### config.mk
export PLATFORM = sky130hd
export DESIGN_NAME = encoder
export DESIGN_NICKNAME = d
export VERILOG_FILES = /design/src/rtl/encoder_pkg.sv /design/src/rtl/encoder_hamming_enc_core.sv /design/src/rtl/encoder.sv
export SDC_FILE = /design/constraint.sdc
export NUM_CORES = 1
export LEC_CHECK = 0
export ABC_AREA = 1
export BUFFER_PORTS_ARGS = -buffer_cell sky130_fd_sc_hd__buf_2
export CORE_MARGIN = 3
export CORE_UTILIZATION = 50
export DETAILED_ROUTE_END_ITERATION = 6
export PLACE_DENSITY = 0.8
export SLEW_MARGIN = 10
export SYNTH_ARGS = -nofsm -noshare
export SYNTH_HDL_FRONTEND = slang
export SYNTH_HIERARCHICAL = 1
export SYNTH_SLANG_ARGS = --single-unit
### constraint.sdc
create_clock -name clk -period 3.3 [get_ports clk]
set_input_delay 0 -clock clk [delete_from_list [all_inputs] [get_ports clk]]
set_output_delay 0 -clock clk [all_outputs]
set_load 0.02 [all_outputs]
### src/rtl/encoder_pkg.sv
// Shared types and constants for the configurable extended-Hamming (SEC-DED) encoder.
// Mode encodings, per-mode codeword/data widths and small constant helpers.
package encoder_pkg;

    typedef enum logic [1:0] {
        CW8        = 2'b00,
        CW16       = 2'b01,
        CW32       = 2'b10,
        CW_ILLEGAL = 2'b11
    } cw_mode_e;

    localparam int BUS_W            = 33;
    localparam int ILLEGAL_FLAG_BIT = 32;

    // Codeword width n and payload width k for CW8, CW16 and CW32, in that order.
    localparam int CW_N [3] = '{8, 16, 32};
    localparam int CW_K [3] = '{4, 11, 26};

    // True for the Hamming positions that carry a parity bit.
    function automatic logic is_pow2(input int v);
        return (v > 0) && ((v & (v - 1)) == 0);
    endfunction

    // Even parity over a full bus; used where the whole vector is significant.
    function automatic logic even_parity(input logic [BUS_W-1:0] v);
        return ^v;
    endfunction

endpackage

### src/rtl/encoder_hamming_enc_core.sv
// Combinational extended-Hamming encoder with R parity bits.
// Produces a 2**R-bit codeword: positions 1..2**R-1 in bits [N-2:0], overall parity in bit N-1.
module hamming_enc_core
    import encoder_pkg::*;
#(
    parameter  int R = 3,
    localparam int N = 2 ** R,
    localparam int K = N - R - 1
) (
    input  logic [K-1:0] data,
    output logic [N-1:0] cw
);

    // Data positions that a given parity bit j covers (index has bit j set).
    function automatic logic [N-1:1] cover_mask(input int j);
        logic [N-1:1] m;
        m = {(N - 1){1'b0}};
        for (int p = 1; p < N; p++) begin
            if ((((p >> j) & 1) == 1) && !is_pow2(p)) begin
                m[p] = 1'b1;
            end else begin
                m[p] = 1'b0;
            end
        end
        return m;
    endfunction

    logic [N-1:1] data_pos_s;
    logic [N-1:1] pos_s;

    // Position p's data index is p minus the parity slots at or below it, minus one.
    for (genvar p = 1; p < N; p++) begin : g_pos
        if (is_pow2(p)) begin : g_par
            assign data_pos_s[p] = 1'b0;
            assign pos_s[p]      = ^(data_pos_s & cover_mask($clog2(p)));
        end else begin : g_dat
            assign data_pos_s[p] = data[p - $clog2(p + 1) - 1];
            assign pos_s[p]      = data_pos_s[p];
        end
    end

    assign cw = {^pos_s, pos_s};

endmodule

### src/rtl/encoder.sv
// Mode-selectable SEC-DED encoder: three fixed-size cores, a mode mux and one output register.
// Mode 11 yields only the illegal-mode flag in bit 32.
module encoder
    import encoder_pkg::*;
(
    input  logic             clk,
    input  logic             rst,
    input  logic [1:0]       CODEWORD_WIDTH,
    input  logic [BUS_W-1:0] data_in,
    output logic [BUS_W-1:0] data_out
);

    cw_mode_e                mode_s;
    logic [CW_N[0]-1:0]      cw8_s;
    logic [CW_N[1]-1:0]      cw16_s;
    logic [CW_N[2]-1:0]      cw32_s;
    logic [BUS_W-1:0]        next_s;
    logic                    unused_upper_s;

    assign mode_s = cw_mode_e'(CODEWORD_WIDTH);

    // Payload bits above the widest data field never reach a codeword.
    assign unused_upper_s = ^data_in[BUS_W-1:CW_K[2]];

    hamming_enc_core #(.R(3)) u_cw8 (
        .data (data_in[CW_K[0]-1:0]),
        .cw   (cw8_s)
    );

    hamming_enc_core #(.R(4)) u_cw16 (
        .data (data_in[CW_K[1]-1:0]),
        .cw   (cw16_s)
    );

    hamming_enc_core #(.R(5)) u_cw32 (
        .data (data_in[CW_K[2]-1:0]),
        .cw   (cw32_s)
    );

    // Select the active codeword and zero-fill the bus above it.
    always_comb begin
        next_s = {BUS_W{1'b0}};
        case (mode_s)
            CW8:        next_s[CW_N[0]-1:0]       = cw8_s;
            CW16:       next_s[CW_N[1]-1:0]       = cw16_s;
            CW32:       next_s[CW_N[2]-1:0]       = cw32_s;
            CW_ILLEGAL: next_s[ILLEGAL_FLAG_BIT]  = 1'b1;
            default:    next_s                    = {BUS_W{1'b0}};
        endcase
    end

    // Output register; reset drops whatever word was in flight.
    always_ff @(posedge clk) begin
        if (rst) begin
            data_out <= {BUS_W{1'b0}};
        end else begin
            data_out <= next_s;
        end
    end

endmodule

==> results.cfg <==
[worst_hold_path]
min-delay-start = data_in[8]
holdCritPathClass = in -> reg
hold_end = data_out[12]
worstHoldPathCells = 3

[grt]
globalRouteOverflowTotal = 0
grt_pass1_vias = 3159
antenna_found_initial = 0
grt_usage_pct = 20.0
grt_pass1_wl_microns = 12600
grt_max_degree = 18

[placed_design]
dp_cells = 689
postPlaceCellArea_sq_um = 3350
dp_hpwl_microns = 5420
place_congestion = 0.915
io_buffers = 62

[timing]
rsz0062_at_grt = no
clock.fmax_mhz = 578
setup_tns_ps = 0
slew-limit-headroom_pct = 56.8
timing.final.crit_period_ps = 1730
post-route-period-util_pct = 52.4
worst_pin_slew_ps = 648
hold_slack_ps = 52.8
hold_violations = 0
setup_viol = 0
maxSlewViolCount = 0

[clock_tree]
clock-root-buffer = clkbuf_8
h-tree-depth = 2
path_clk_slew_ps = 80
numClockSinks = 33
clockBufferDepth = 2
post-cts-setup-buffer-count = 0
postCtsHoldBufs = 16
cts_inserted_buffers = 5
cts_resized = 0
cts_tree = built

[setup_path]
cp_common_cell = nand2_1
critPathRequiredTime_ps = 3520
cp-end-kind = flip-flop
startpoint_type = primary input
cp_data_arrival_time_ps = 1950
cpPeakStageDelay_ps = 540
path_cells = dlygate4sd3_1, buf_2, inv_1, nand2_1, nand2_1, nand2_1, nand2_1, nand3_1, nand2_1, inv_2, nand2_2, nand3_1, nand2_1, inv_1, nand2_1, nand2_1, inv_1, inv_1, nor2_1
cp_max_fo = 6
crit_slowest_cell = dlygate4sd3_1
worstSetupPathType = in -> reg

[synthesis]
ys_ff_latch = 33
synth_cell_types = 22
postSynthCellCount = 600
avgSynthCellArea_sq_um = 5.57
syn-num-nets = 642
synth_warnings = 6
synth_area_sq_um = 3340
ys_seq_area_share_pct = 19.8

[layout]
fillCellCount = 642
final_core_util_pct = 56.4
reg.largest.list = data_out (33)
max_flop_register = data_out
largest_reg_flops = 33
layout_commonest_cell = nand2_1
mostFrequentLayoutCells = nand2_1, inv_1, buf_2, nand3_1, dfxtp_1
n_antenna_cell = 0
stdcell_count = 713
final_area_sq_um = 3620
syn2layout_area_growth_pct = 8.46
fin_nets = 677
drive_gt1_share_pct = 18.1

[power_and_ir_drop]
p_per_area_nw_per_um2 = 358
power_leakage_nw = 2.32
vdd_ir_drop_max_mv = 0.141

[run]
maxCapViolCount = 0

[die]
core_sq_um = 6420
rows = 29
initial_core_util_pct = 52.0
die_x_microns = 87.8
die_area_sq_um = 7700
die_y_microns = 87.8
io_pins = 70

[routing]
drt_pass1_iterations = 5
vias = 3360
vias_per_cell = 4.71
routed_wl_microns = 7100
antenna_left = 0
drc_errors = 0
wl_per_cell_microns = 9.96
dr.first_iter.drc_count = 136

[run_status]
outcome = finished clean
-- where the power goes --
| part | total (mW) | switching (mW) | internal (mW) |
|---|---|---|---|
| registers | 0.419 | 0.00333 | 0.415 |
| logic | 0.475 | 0.304 | 0.172 |
| clock network | 0.403 | 0.157 | 0.246 |
| total | 1.30 | 0.464 | 0.833 |
-- routing by layer --
| metal | GRT usage, % | vias to the layer above | routed length, microns |
|---|---|---|---|
| li1 | - | 1804 | - |
| met1 | 21.9 | 1469 | 3030 |
| met2 | 38.9 | 76 | 3630 |
| met3 | 3.20 | 11 | 336 |
| met4 | 5.86 | 0 | 107 |
| met5 | 0 | - | 0 |
-- how the worst max path moves through the flow --
stage	startpoint	to	depth (start not counted)
3_3_place_gp	data_in[3]	data_out[31]	18
5_1_grt	data_in[17]	data_out[31]	18
3_5_place_dp	data_in[3]	data_out[31]	18
2_1_floorplan	data_in[2]	data_out[31]	18
6_report	data_in[17]	data_out[31]	19
4_1_cts	data_in[25]	data_out[31]	21
-- metrics by stage --
stage	setup WS [ps]	total power, mW
CTS	1600	1.31
floorplan	2180	0.808
global placement	1700	0.871
detailed placement	1640	0.886
global route	1300	1.40
finish	1570	1.30
-- cells in the mapped netlist --
master      n  area, sq um
inv_2      14         52.6
clkinv_1    2         7.51
nand2_4     2         22.5
buf_2       1         5.00
nand2_2    25          156
dfxtp_1    33          661
ha_1        5         62.6
a21oi_1     8         40.0
buf_8       1         15.0
nand2_1   296         1110
inv_4       1         6.26
buf_4      41          308
buf_6       6         67.6
xor2_1     10         87.6
nand3_2     2         20.0
xnor2_2     1         16.3
nand3_1    43          215
nor2_1     28          105
xnor2_1    13          114
xor2_2      1         16.3
inv_1      66          248
clkbuf_2    1         5.00
-- area by class of cell --
cell class	instances	area, sq um	area share, %
Sequential cell	33	661	18.2
Tap cell	77	96.3	2.66
Inverter	83	314	8.66
Timing Repair Buffer	78	470	13.0
Clock inverter	1	30.0	0.828
Clock buffer	7	86.3	2.38
Multi-Input combinational cell	434	1970	54.3
-- logic make-up after synthesis --
logic type,after synthesis,share of synthesized area (%)
fa+ha+maj,5,1.87
simple gates,396,48.8
xor+xnor,25,7.00
flops,33,19.8
buf+inv,133,21.4
compound gates,8,1.20
-- critical path: cells and delay by family --
| kind | cells | cell delay [ps] |
|---|---|---|
| buf+inv | 7 | 980 |
| simple gates | 12 | 980 |
Power figures use the tool's default switching activity.
